File: config.mk
export PLATFORM = sky130hd
export DESIGN_NAME = sr_cmd_sequencer
export DESIGN_NICKNAME = d
export VERILOG_FILES = /design/src/rtl/sr_cmd_sequencer.sv
export SDC_FILE = /design/constraint.sdc
export NUM_CORES = 1
export LEC_CHECK = 0
export BUFFER_PORTS_ARGS = -buffer_cell sky130_fd_sc_hd__buf_2
export CORE_UTILIZATION = 54
export DETAILED_ROUTE_END_ITERATION = 8
export PLACE_DENSITY = 0.76
export SLEW_MARGIN = 20
export SYNTH_ARGS = -nofsm -noshare
export SYNTH_HDL_FRONTEND = slang
export SYNTH_SLANG_ARGS = --single-unit
File: constraint.sdc
create_clock -name clk -period 2.1 [get_ports clk]
set_input_delay 0.21 -clock clk [delete_from_list [all_inputs] [get_ports clk]]
set_output_delay 0.21 -clock clk [all_outputs]
set_load 0.05 [all_outputs]
File: src/rtl/sr_cmd_sequencer.sv
// sr_cmd_sequencer: queues set/reset/hold commands in a small FIFO and plays them out to a
// downstream SR flip-flop, one command per three cycles (IDLE -> DRIVE -> CHECK). During
// CHECK the fed-back q is compared against the value the last command should have left,
// and any disagreement raises a sticky mismatch flag.
//
// Ports:
//   clk, rstn          clock; asynchronous active-low reset
//   cmd_valid/ready    command handshake; cmd_op 00 hold, 01 reset, 10 set, 11 illegal
//   q_in               q fed back from the downstream flip-flop
//   mism_clr           synchronous clear of mismatch (a same-cycle new mismatch wins)
//   s, r               registered set/reset drives, each high for the single DRIVE cycle
//   busy               FSM not idle or FIFO not empty
//   err_illegal        one-cycle pulse after an illegal command is rejected
//   mismatch           sticky compare-failure flag
//   count              FIFO occupancy
module sr_cmd_sequencer #(
  parameter int unsigned DEPTH = 4
) (
  input  logic                     clk,
  input  logic                     rstn,
  input  logic                     cmd_valid,
  output logic                     cmd_ready,
  input  logic [1:0]               cmd_op,
  input  logic                     q_in,
  input  logic                     mism_clr,
  output logic                     s,
  output logic                     r,
  output logic                     busy,
  output logic                     err_illegal,
  output logic                     mismatch,
  output logic [$clog2(DEPTH):0]   count
);

  localparam int unsigned AW = $clog2(DEPTH);
  localparam int unsigned CW = AW + 1;

  typedef enum logic [1:0] {StIdle, StDrive, StCheck} state_e;

  state_e          state_q, state_d;
  logic [1:0]      fifo_q [DEPTH];
  logic [AW-1:0]   wptr_q, wptr_d;
  logic [AW-1:0]   rptr_q, rptr_d;
  logic [CW-1:0]   count_q, count_d;
  logic [1:0]      op_q, op_d;
  logic            s_q, s_d;
  logic            r_q, r_d;
  logic            err_q, err_d;
  logic            mism_q, mism_d;
  logic            exp_q, exp_d;
  logic            push, pop;

  // Ready depends on registered occupancy only, so a same-cycle pop cannot raise it.
  assign cmd_ready = (count_q < CW'(DEPTH));
  assign push      = cmd_valid && cmd_ready && (cmd_op != 2'b11);
  assign pop       = (state_q == StIdle) && (count_q != '0);

  always_comb begin
    state_d = state_q;
    op_d    = op_q;
    s_d     = 1'b0;
    r_d     = 1'b0;
    exp_d   = exp_q;
    mism_d  = mism_q;
    err_d   = cmd_valid && cmd_ready && (cmd_op == 2'b11);

    // Pointers wrap naturally: DEPTH is a power of two and they are AW bits wide.
    wptr_d  = push ? wptr_q + AW'(1) : wptr_q;
    rptr_d  = pop  ? rptr_q + AW'(1) : rptr_q;

    unique case ({push, pop})
      2'b10:   count_d = count_q + CW'(1);
      2'b01:   count_d = count_q - CW'(1);
      default: count_d = count_q;
    endcase

    if (mism_clr) begin
      mism_d = 1'b0;
    end
    // Evaluated after the clear so a new mismatch wins over mism_clr.
    if ((state_q == StCheck) && (q_in != exp_q)) begin
      mism_d = 1'b1;
    end

    case (state_q)
      StIdle: begin
        if (pop) begin
          op_d    = fifo_q[rptr_q];
          s_d     = (fifo_q[rptr_q] == 2'b10);
          r_d     = (fifo_q[rptr_q] == 2'b01);
          state_d = StDrive;
        end
      end
      StDrive: begin
        if (op_q == 2'b01) begin
          exp_d = 1'b0;
        end else if (op_q == 2'b10) begin
          exp_d = 1'b1;
        end
        state_d = StCheck;
      end
      StCheck: begin
        state_d = StIdle;
      end
      default: begin
        state_d = StIdle;
      end
    endcase
  end

  always_ff @(posedge clk or negedge rstn) begin
    if (!rstn) begin
      state_q <= StIdle;
      wptr_q  <= '0;
      rptr_q  <= '0;
      count_q <= '0;
      op_q    <= 2'b00;
      s_q     <= 1'b0;
      r_q     <= 1'b0;
      err_q   <= 1'b0;
      mism_q  <= 1'b0;
      exp_q   <= 1'b0;
    end else begin
      state_q <= state_d;
      wptr_q  <= wptr_d;
      rptr_q  <= rptr_d;
      count_q <= count_d;
      op_q    <= op_d;
      s_q     <= s_d;
      r_q     <= r_d;
      err_q   <= err_d;
      mism_q  <= mism_d;
      exp_q   <= exp_d;
    end
  end

  // Storage needs no reset: the pointers and count decide what is valid.
  always_ff @(posedge clk) begin
    if (push) begin
      fifo_q[wptr_q] <= cmd_op;
    end
  end

  assign s           = s_q;
  assign r           = r_q;
  assign busy        = (state_q != StIdle) || (count_q != '0);
  assign err_illegal = err_q;
  assign mismatch    = mism_q;
  assign count       = count_q;

endmodule

# Yosys cells after proc, flatten, opt, wreduce, memory -nomap -nowiden
# Memories as Yosys holds them, arrays and structs flattened.
# Index checks and enable logic that the tools add are counted.
dict set report classes {
  muxes 13
  n_eq_ne 12
  magnitude_cmp 1
  addsub 4
  reduce_logical 14
}
# cell n
set op_table {}
lappend op_table {{2-bit == test, second input constant} 5}
lappend op_table {{1-bit two-way mux} 10}
lappend op_table {{2-bit by 1-bit == test with 1-bit output, second input constant} 4}
lappend op_table {{2-bit nonzero test} 4}
lappend op_table {{3-bit case mux with 2 select lines} 1}
lappend op_table {{1-bit logical AND} 5}
lappend op_table {{2-bit by 1-bit adder with 2-bit output, second input constant} 2}
lappend op_table {{2-bit inequality test, second input constant} 2}
lappend op_table {{2-bit case mux with 2 select lines} 1}
lappend op_table {{2-bit AND reduction} 2}
lappend op_table {{3-bit by 1-bit adder with 3-bit output, second input constant} 1}
lappend op_table {{3-bit < comparator, second input constant} 1}
lappend op_table {{3-bit nonzero test} 1}
lappend op_table {{3-bit by 1-bit subtractor with 3-bit output, second input constant} 1}
lappend op_table {{2-bit logical NOT} 1}
lappend op_table {{2-bit two-way mux} 1}
lappend op_table {{1-bit logical OR} 1}
lappend op_table {{1-bit inequality test} 1}
dict set report totals {
  word_cells 55
  regBits 16
  ramBits 8
  in_bits 7
  output_inout_bits 9
  mem_count 1
}
# memory words width rd rd_clocked_by_memory_dff wr line
set memory_table {}
lappend memory_table {fifo_q 4 2 1 0 1 40} ;# logic [1:0] fifo_q [DEPTH];

# Logic depth before layout (Yosys ltp)
dict set report logic_depth {
  depth_word 5
  depth_mapped 9
  mapped_depth_nobuf 9
}

# Worst setup path after synthesis
# OpenSTA, ideal clock, no wires.
dict set report synth_timing {
  path_kind {register to register}
  from {register count_q[0], in the netlist count[0]}
  to {register count_q[2], in the netlist count[2]}
  t_required_ns 1.961
  n_path_buf 0
  slack_ns 0.036
  stages_incl_launch_ff 10
  arrival_time_ns 1.925
  synth_period_minus_slack_ns 2.064
  setup_time_ns 0.139
  path_cell_list {dfrtp_1 > or3_4 > nand2_4 > inv_4 > ha_1 > inv_1 > fa_1 > xor2_1 > nor2_1 > xnor2_1}
}
dict set report synth_between {
  elab_chain_cells 5
  word_cells_on_any_way 11
  cone_classes {add/sub: 2; order compare: 1; eq/ne: 2; mux: 1; reduce/logical: 5}
}
# item line
set synth_lines {}
lappend synth_lines {{start: declaration} 43} ;# logic [CW-1:0] count_q, count_d;
lappend synth_lines {{start signal: assignment} 126} ;# count_q <= count_d;
lappend synth_lines {{3-bit < comparator} 53} ;# assign cmd_ready = (count_q < CW'(DEPTH));
lappend synth_lines {{1-bit logical AND (2 in series)} 54} ;# assign push = cmd_valid && cmd_ready && (cmd_op != 2'b11);
lappend synth_lines {{2-bit by 1-bit == test with 1-bit output / 2-bit == test (equally long branches)} 70} ;# unique case ({push, pop})
lappend synth_lines {{3-bit case mux with 2 select lines / 2-bit nonzero test (equally long branches)} n/a}
# Parallel ways exist; a longest one is shown, timed or not.
# A chain may end at the register's enable or synchronous reset.

# Worst setup path in the final report
dict set report layout_timing {
  from {register count_q[0], in the netlist count[0]}
  to {register count_q[1], in the netlist count[1]}
}
# The elaborated chain is that of the path after synthesis.

==> flow_summary.yaml <==
sta:
  tightest_slew_ps: 340
  period_share: 0.906
  tns_ps: 0
  hold_ws_ps: 76.4
  max_freq_ghz: 0.526
  rsz0062_at_grt: "no"
  fin_skew_ps: 9.78
  slew_headroom: 0.773
  hold_violations: 0
  slew_violations: 0
  setup_violations: 0
  min_period_ps: 1900
hold_path:
  hp-start: "mism_clr"
  holdPathStages: 2
  hold_path_class: "primary input to register"
setup_path:
  cp-start-kind: "register"
  cp-startpoint: "count[0]"
  critPathSlowestCell: "dfrtp_1"
  path_class: "register to register"
  cp.arrival_ps: 2140
  worstPathCellList: "or3_4 -> nand2_4 -> inv_4 -> ha_1 -> inv_1 -> fa_1 -> mux2i_1"
  critPathTopFamily: "adder cells"
  r2r_slack_ps: 200
  crit_path_end_kind: "register"
  critical_path.max_fanout: 5
  r2r-end: "count[1]"
  crit_buf_inv: 2
  timing.rr.start: "count[0]"
  worst_r2r_path_depth: 7
  worstSetupEndpoint: "count[1]"
  path_depth: 7
  crit_path_max_incr_delay_ps: 460
  critPathRequiredTime_ps: 2340
global_route:
  grt_pass1_vias: 568
  grtUsageTotal: 0.166
  gr-total-overflow: 0
  grt_max_degree: 17
  grt_pass1_wl_um: 2400
  antenna_found_initial: 0
route:
  drtIter0Drc: 8
  via_per_inst: 4.90
  wire_per_inst_um: 12.2
  drt_wl_total_um: 1540
  drc: 0
  vias: 617
  antenna_left: 0
  first_pass_iters: 4
synthesis:
  synth_top_family_by_area: "simple AND/OR/NAND/NOR gates"
  synth_fa_ha_area_frac: 0.0889
  synthCells: 79
  synth_seq_cells: 24
  ys_types: 25
  syn-num-nets: 93
  synthSimpleGateAreaFrac: 0.0982
  yosys_warnings: 0
  avgSynthCellArea_um2: 13.5
  seq_area_frac_synth: 0.599
  synth_compound_area_frac: 0.0327
  synthMuxAreaShare: 0.0760
  synth-xor-area-share: 0.0573
  synth.cell_area_um2: 1070
final_layout:
  layout_commonest_cell: "dfrtp_1"
  finalNetCount: 116
  drive_gt1_frac: 0.277
  antenna_cells: 0
  syn_to_final_growth_pct: 14.7
  final_cell_mix: "dfrtp_1 (16), buf_2 (15), inv_1 (12), edfxtp_1 (8)"
clocking:
  cts_buffers: 3
  cts_sinks: 24
  cts.path.max_buffers: 2
  clkTransAtPathRegs_ps: 120
  cts_resized: 0
  insertion_delay_ps: 310
  cts_tree: "yes"
  htree_levels: 1
  root_buffer: "clkbuf_4"
power:
  pwr_density_cell_nw_per_um2: 1630
  swShare: 0.434
  p_leak_nw: 0.569
  vdd_drop_max_mv: 0.957
  seq_power_share: 0.389
  power_frac_clock: 0.099
  internal-power_mw: 1.14
  combPwrFrac: 0.512
  switchingPower_mw: 0.871
floorplanning:
  start_util: 0.600
  ios: 16
  num_rows: 15
  core_um2: 1780
  dieWidth_um: 46.5
  die_area_um2: 2160
  fp.dieH_um: 46.5
placement:
  dpl.hpwl_um: 1270
  place.gp.congestion: 0.717
  io_buffer_count: 15
outcome:
  status: "completed"
job:
  cap_violations: 0
-- power by group through the flow --
stage          registers, mW  logic, mW  clock network (mW)
3_5_place_dp           0.796       1.03                   0
2_1_floorplan          0.967      0.623                   0
6_report               0.780       1.03               0.199
3_3_place_gp           0.784       1.02                   0
5_1_grt                0.805       1.14               0.222
4_1_cts                0.785       1.04               0.204
-- synth_stat cells --
cell	instances	area (um2)
nand2_4	1	11.3
o21ai_0	2	10.0
o32ai_1	1	8.76
a21oi_2	1	8.76
xnor2_1	6	52.6
inv_1	12	45.0
nand2b_1	2	12.5
mux2_4	1	15.0
edfxtp_1	8	240
nor3b_1	1	7.51
xor2_1	1	8.76
mux4_2	2	45.0
or3_4	1	11.3
mux2_2	1	11.3
fa_1	1	20.0
nand2_1	2	7.51
mux2i_1	1	10.0
inv_4	1	6.26
and2_1	4	25.0
nand3_1	2	10.0
nor2_1	4	15.0
o31ai_1	1	7.51
nor3_1	1	5.00
dfrtp_1	16	400
ha_1	6	75.1
-- worst register-to-register path, stage by stage (launching register included) --
cell and delay (ps):
dfrtp_1 460, or3_4 420, nand2_4 100, inv_4 40
ha_1 200, inv_1 70, fa_1 410, mux2i_1 130
-- logic make-up after synthesis --
family                     after synthesis
buffers and inverters                   13
xor gates and xnor gates                 7
AOI/OAI and AO/OA                        5
DFF                                     24
adders and majority gates                7
and+or+nand+nor                         18
muxes                                    5
-- per-stage QoR --
stage	power (mW)	cell area, um2	setup slack (ps)	instances	util
after floorplan	1.59	1070	35.9	79	-
after global placement	1.80	1190	257	121	0.668
after detailed placement	1.83	1190	221	121	0.668
after CTS	2.03	1230	197	126	0.688
after global routing	2.16	1230	66.6	126	0.688
final	2.01	1230	198	126	0.688
-- how the worst min path moves through the flow --
stage / end / slack, ps
after CTS: mismatch / 70
final: mismatch / 80
after global routing: mismatch / 60
after floorplan: count[0] / -90
after global placement: rptr_q[1] / 140
after detailed placement: s / 140
-- registers in the layout, indices dropped and copies added (netlist names) --
signal and cells:
s 1, fifo_q 8, op_q 2, wptr_q 2, err_illegal 1, exp_q 1, rptr_q 2, mismatch 1
count 3, r 1, state_q 2
-- repair_timing --
item / in CTS / in global routing
hold endpoints to repair: 16 / 0
hold buffers: 1 / 0
endpoints found under the setup margin: 0 / 0
setup buffers: 0 / 0
-- layout make-up --
cell class | count | area (um2)
multi-input cells | 42 | 378
well taps | 25 | 31.3
clock buffers | 4 | 26.3
fillers | 146 | 556
flip-flops and latches | 24 | 641
inverters | 13 | 51.3
repair buffers | 18 | 100
-- metal layers --
metal  part of all wire  GRT usage  wire [um]
met5                  0          0          0
met1               0.45      0.213        687
met2               0.51      0.278        778
met3              0.034     0.0353         53
met4              0.011     0.0529         17
Note: power is estimated with default switching activity, not from simulation.
